--- src/rtl/sram_like_bridge_pkg.sv ---
// Shared types for the single-cycle-port to SRAM-like bus bridge.
package sram_like_bridge_pkg;

   typedef enum logic [1:0] {
      IDLE      = 2'd0,
      WAIT_DATA = 2'd1,
      DONE      = 2'd2
   } state_e;

   localparam int DEF_DEPTH = 2;
   localparam int CNT_W     = $clog2(DEF_DEPTH + 1);

endpackage

--- src/rtl/sram_like_bridge_txn_type_fifo.sv ---
// In-order record of outstanding bus transaction types (1 = read).
// Its occupancy is the bridge's outstanding-transaction count.
module txn_type_fifo
   import sram_like_bridge_pkg::*;
#(
   parameter int DEPTH = 2
) (
   input  logic clk,
   input  logic rst,
   input  logic push_i,
   input  logic pop_i,
   input  logic din_i,
   output logic head_o,
   output logic full_o,
   output logic empty_o
);

   localparam int PTR_W = (DEPTH > 1) ? $clog2(DEPTH) : 1;
   localparam int CW    = $clog2(DEPTH + 1);

   logic [DEPTH-1:0] mem_q;
   logic [PTR_W-1:0] rd_ptr_q;
   logic [PTR_W-1:0] wr_ptr_q;
   logic [CW-1:0]    count_q;
   logic             do_push;
   logic             do_pop;

   function automatic logic [PTR_W-1:0] ptr_inc(input logic [PTR_W-1:0] p);
      if (p == PTR_W'(DEPTH - 1)) begin
         return '0;
      end else begin
         return p + PTR_W'(1);
      end
   endfunction

   assign full_o  = (count_q == CW'(DEPTH));
   assign empty_o = (count_q == '0);
   assign head_o  = mem_q[rd_ptr_q];
   // A pop on an empty FIFO is a bus protocol error and is dropped.
   assign do_pop  = pop_i & ~empty_o;
   assign do_push = push_i & (~full_o | do_pop);

   always_ff @(posedge clk or posedge rst) begin
      if (rst) begin
         mem_q    <= '0;
         rd_ptr_q <= '0;
         wr_ptr_q <= '0;
         count_q  <= '0;
      end else begin
         if (do_push) begin
            mem_q[wr_ptr_q] <= din_i;
            wr_ptr_q        <= ptr_inc(wr_ptr_q);
         end
         if (do_pop) begin
            rd_ptr_q <= ptr_inc(rd_ptr_q);
         end
         count_q <= count_q + CW'(do_push) - CW'(do_pop);
      end
   end

endmodule

--- src/rtl/sram_like_bridge.sv ---
// Bridges the core's single-cycle data-SRAM port onto a req/addr_ok/data_ok bus,
// posting writes and stalling reads until their own data returns.
module sram_like_bridge
   import sram_like_bridge_pkg::*;
#(
   parameter int ADDR_W = 32,
   parameter int DATA_W = 32,
   parameter int DEPTH  = 2
) (
   input  logic                clk,
   input  logic                rst,
   input  logic                cpu_en,
   input  logic [DATA_W/8-1:0] cpu_wen,
   input  logic [ADDR_W-1:0]   cpu_addr,
   input  logic [DATA_W-1:0]   cpu_wdata,
   input  logic                pipe_stall,
   output logic [DATA_W-1:0]   cpu_rdata,
   output logic                cpu_stall,
   output logic                req,
   output logic                wr,
   output logic [DATA_W/8-1:0] wstrb,
   output logic [ADDR_W-1:0]   addr,
   output logic [DATA_W-1:0]   wdata,
   input  logic                addr_ok,
   input  logic                data_ok,
   input  logic [DATA_W-1:0]   rdata
);

   state_e            state_q;
   state_e            state_d;
   logic [DATA_W-1:0] rdata_q;
   logic [DATA_W-1:0] rdata_d;
   logic              accept;
   logic              pop;
   logic              head_is_read;
   logic              fifo_full;
   logic              fifo_empty;

   assign wr        = |cpu_wen;
   assign wstrb     = cpu_wen;
   assign addr      = cpu_addr;
   assign wdata     = cpu_wdata;
   assign req       = ~rst & cpu_en & (state_q == IDLE) & ~fifo_full;
   assign accept    = req & addr_ok;
   assign pop       = data_ok & ~fifo_empty;
   // Posted writes release the pipe in their accept cycle; reads wait for DONE.
   assign cpu_stall = ~rst & cpu_en & (state_q != DONE) & ~(accept & wr);
   assign cpu_rdata = rdata_q;

   txn_type_fifo #(
      .DEPTH (DEPTH)
   ) u_type_fifo (
      .clk     (clk),
      .rst     (rst),
      .push_i  (accept),
      .pop_i   (data_ok),
      .din_i   (~wr),
      .head_o  (head_is_read),
      .full_o  (fifo_full),
      .empty_o (fifo_empty)
   );

   always_comb begin
      state_d = state_q;
      rdata_d = rdata_q;
      case (state_q)
         IDLE: begin
            if (accept) begin
               if (wr) begin
                  state_d = pipe_stall ? DONE : IDLE;
               end else begin
                  state_d = WAIT_DATA;
               end
            end else begin
               state_d = IDLE;
            end
         end
         WAIT_DATA: begin
            // Only one read is ever outstanding, so a read at the head is ours.
            if (pop && head_is_read) begin
               rdata_d = rdata;
               state_d = DONE;
            end else begin
               state_d = WAIT_DATA;
            end
         end
         DONE: begin
            if (!pipe_stall) begin
               state_d = IDLE;
            end else begin
               state_d = DONE;
            end
         end
         default: state_d = IDLE;
      endcase
   end

   always_ff @(posedge clk or posedge rst) begin
      if (rst) begin
         state_q <= IDLE;
         rdata_q <= '0;
      end else begin
         state_q <= state_d;
         rdata_q <= rdata_d;
      end
   end

endmodule

--- config.mk ---
export PLATFORM = sky130hd
export DESIGN_NAME = sram_like_bridge
export DESIGN_NICKNAME = d
export VERILOG_FILES = /design/src/rtl/sram_like_bridge_pkg.sv /design/src/rtl/sram_like_bridge_txn_type_fifo.sv /design/src/rtl/sram_like_bridge.sv
export SDC_FILE = /design/constraint.sdc
export NUM_CORES = 1
export LEC_CHECK = 0
export CORE_AREA = 2 2 89 91
export DETAILED_ROUTE_END_ITERATION = 10
export DIE_AREA = 0 0 91 93
export PLACE_DENSITY = 0.77
export SYNTH_ARGS = -nofsm -noshare
export SYNTH_HDL_FRONTEND = slang
export SYNTH_HIERARCHICAL = 1
export SYNTH_SLANG_ARGS = --single-unit
--- constraint.sdc ---
create_clock -name clk -period 2.8 [get_ports clk]
set_input_delay 0.42 -clock clk [delete_from_list [all_inputs] [get_ports clk]]
set_output_delay 0.42 -clock clk [all_outputs]
set_load 0.01 [all_outputs]
==> out/qor.yml <==
status:
  outcome: "complete, no violations"
setup_path:
  reg2reg_slack_ps: 580
  critPathMaxStageDelay_ps: 580
  cp_slowest_cell: "clkdlybuf4s50_1"
  crit_required_ps: 2380
  crit_arrival_ps: 2180
  crit_chain: "clkdlybuf4s50_1 > nor4_1 > inv_1 > a221oi_1 > clkdlybuf4s50_1"
  path_common_cell: "clkdlybuf4s50_1"
  cp-start-kind: "primary input"
  crit_fanout: 3
  critPathCaptureType: "output port"
  critPathKind: "in2out"
final_layout:
  nets: 307
  final_cell_area_um2: 2690
  synthToLayoutAreaGrowth_pct: 23.7
  drive_gt1_share_pct: 22.5
  n_antenna_cell: 0
power_and_ir_drop:
  p_switching_uw: 596
  p_comb_share_pct: 37.6
  power_uw: 2190
  p_seq_share_pct: 41.4
  powerDensity_nw_per_um2: 813
  swShare_pct: 27.2
  power_frac_clock_pct: 21.0
  ir_worst_vdd_v: 0.000308
  internal-power_uw: 1590
  cellLeakagePower_uw: 0.00119
global_route:
  grt_overflow: 0
  grt_max_degree: 35
  track_usage_pct: 9.44
  grt_first_pass_wirelength_um: 6380
  antenna_found_initial: 0
  grt_pass1_vias: 1315
logic_synthesis:
  synth-edff-count: 0
  syn-cell-area_um2: 2180
  async_reset_ff_share_pct: 100
  synth_seq_cells: 40
  yosys.area.top_type: "dfrtp_1"
  synth_area_leaders: "dfrtp_1 (46%), buf_4 (23%), mux2_2 (17%)"
  synthFlopType: "dfrtp_1"
  synth.distinct_cells: 24
  avgSynthCellArea_um2: 12.1
  yosysWarnings: 6
  yosysMostFrequentCell: "buf_4"
  ys_seq_area_share_pct: 46.0
  yosys.area.top_type_share_pct: 46.0
  synthTopCellsByCount: "buf_4 (68), dfrtp_1 (40), mux2_2 (33), inv_1 (6)"
  synth_fp_nets: 288
  syn-instance-count: 180
place:
  place_area_um2: 2580
  gp_congestion: 0.738
  port_buffers: 80
  place_hpwl_um: 3090
sta:
  slew_headroom_pct: 71.1
  drv_slew: 0
  finalSetupViolations: 0
  rsz0062_at_grt: "false"
  skew_ps: 4.39
  period_share_pct: 93.0
  tightest_slew_ps: 427
  fmax_mhz: 384
  hold_ws_ps: 415
  hold_violations: 0
  tns_ps: 0
  period_needed_ps: 2600
route:
  first_iter_violations: 16
  drt_pass1_iterations: 3
  routed_wl_um: 3970
  vias_per_cell: 4.14
  wl_per_cell_um: 13.2
  drc: 0
  vias: 1249
  ant_nets: 0
clocking:
  clockBufferDepth: 2
  clk_latency_ps: 280
  htreeDepth: 2
  cts_tree: "yes"
  numCtsBuffers: 5
  cts_root_buf: "clkbuf_8"
  postCtsSetupBuffers: 0
  ctsHoldBuffers: 0
  clk_pin_slew_ps: 70
  ctsResizeCount: 0
  cts.sinks: 40
die:
  io_pins: 209
  dieHeight_um: 93
  die-area_um2: 8460
  initial_core_util_pct: 28.9
  rows: 32
  fp.dieW_um: 91
  core_um2: 7530
job:
  maxCapViolCount: 0
hold_path:
  hold_path.class: "in2async"
-- per-layer routing --
metal | track usage [%] | share of wire (%) | up-vias
met2 | 16.2 | 47 | 68
met1 | 10.3 | 41 | 594
met3 | 3.71 | 9.4 | 23
li1 | - | - | 564
met5 | 0 | 0 | -
met4 | 4.29 | 3.1 | 0
-- per-stage QoR --
| step | utilization [%] | setup WS, ps | std cells |
|---|---|---|---|
| after global placement | 34.3 | 234 | 294 |
| after global routing | 35.8 | 40.8 | 302 |
| after floorplan | - | 699 | 180 |
| after CTS | 35.8 | 187 | 302 |
| after detailed placement | 34.3 | 201 | 294 |
| final | 35.8 | 197 | 302 |
-- worst paths after layout --
check,depth (start not counted),from,endpoint
setup / recovery,5,cpu_wen[0],cpu_stall
hold / removal,2,rst,u_type_fifo/count_q[0]
setup reg to reg,9,u_type_fifo/count_q[1],u_type_fifo/count_q[1]
hold reg to reg,1,u_type_fifo/rd_ptr_q,u_type_fifo/rd_ptr_q
max in group asynchronous,3,rst,state_q[1]
min in group clk,1,u_type_fifo/rd_ptr_q,u_type_fifo/rd_ptr_q
-- cells by family after synthesis --
kind of cell | Yosys count | synth area share [%]
buffers and inverters | 78 | 26.3
flip-flops | 40 | 46.0
multiplexers | 35 | 18.1
AND/OR/NAND/NOR | 17 | 5.46
AO/OA/AOI/OAI | 4 | 1.38
XOR/XNOR | 4 | 1.61
adder cells (fa/ha/maj) | 2 | 1.15
-- layout make-up --
class / instances / area, µm²
fill: 774 / 4830
sequential: 40 / 1000
timing repair buffer: 84 / 831
multi-input combinational: 62 / 603
tap: 102 / 128
clock buffer: 6 / 72.6
clock inverter: 2 / 35.0
inverter: 6 / 22.5
-- registers in the layout (all words and copies together) (netlist names) --
| register | count |
|---|---|
| u_type_fifo/wr_ptr_q | 1 |
| cpu_rdata | 32 |
| u_type_fifo/mem_q | 2 |
| u_type_fifo/rd_ptr_q | 1 |
| u_type_fifo/count_q | 2 |
| state_q | 2 |
-- power groups by stage --
| stage | logic (µW) | clock network [µW] | registers [µW] |
|---|---|---|---|
| after floorplan | 384 | 0 | 993 |
| after global placement | 819 | 0 | 911 |
| after detailed placement | 838 | 0 | 922 |
| after CTS | 840 | 484 | 910 |
| after global routing | 886 | 507 | 945 |
| final | 823 | 460 | 906 |
-- placed cells by master, fill, tap and decap left out, types with 2 or more instances in the layout --
cell type / instances
nor2b_1: 3
clkbuf_8: 5
dfrtp_1: 40
mux2_2: 33
mux2_1: 2
nor4_1: 2
o31ai_1: 2
xnor2_1: 3
buf_4: 4
inv_1: 6
ha_1: 2
clkdlybuf4s50_1: 80
nand3b_1: 2
nand3_1: 2
nand2_1: 2
-- critical path, delay by kind of cell --
family / cells / cell delay [ps]
AOI/OAI and AO/OA: 1 / 260
and+or+nand+nor: 1 / 360
buffers and inverters: 3 / 1130
Note: power is estimated with default switching activity, not from simulation.
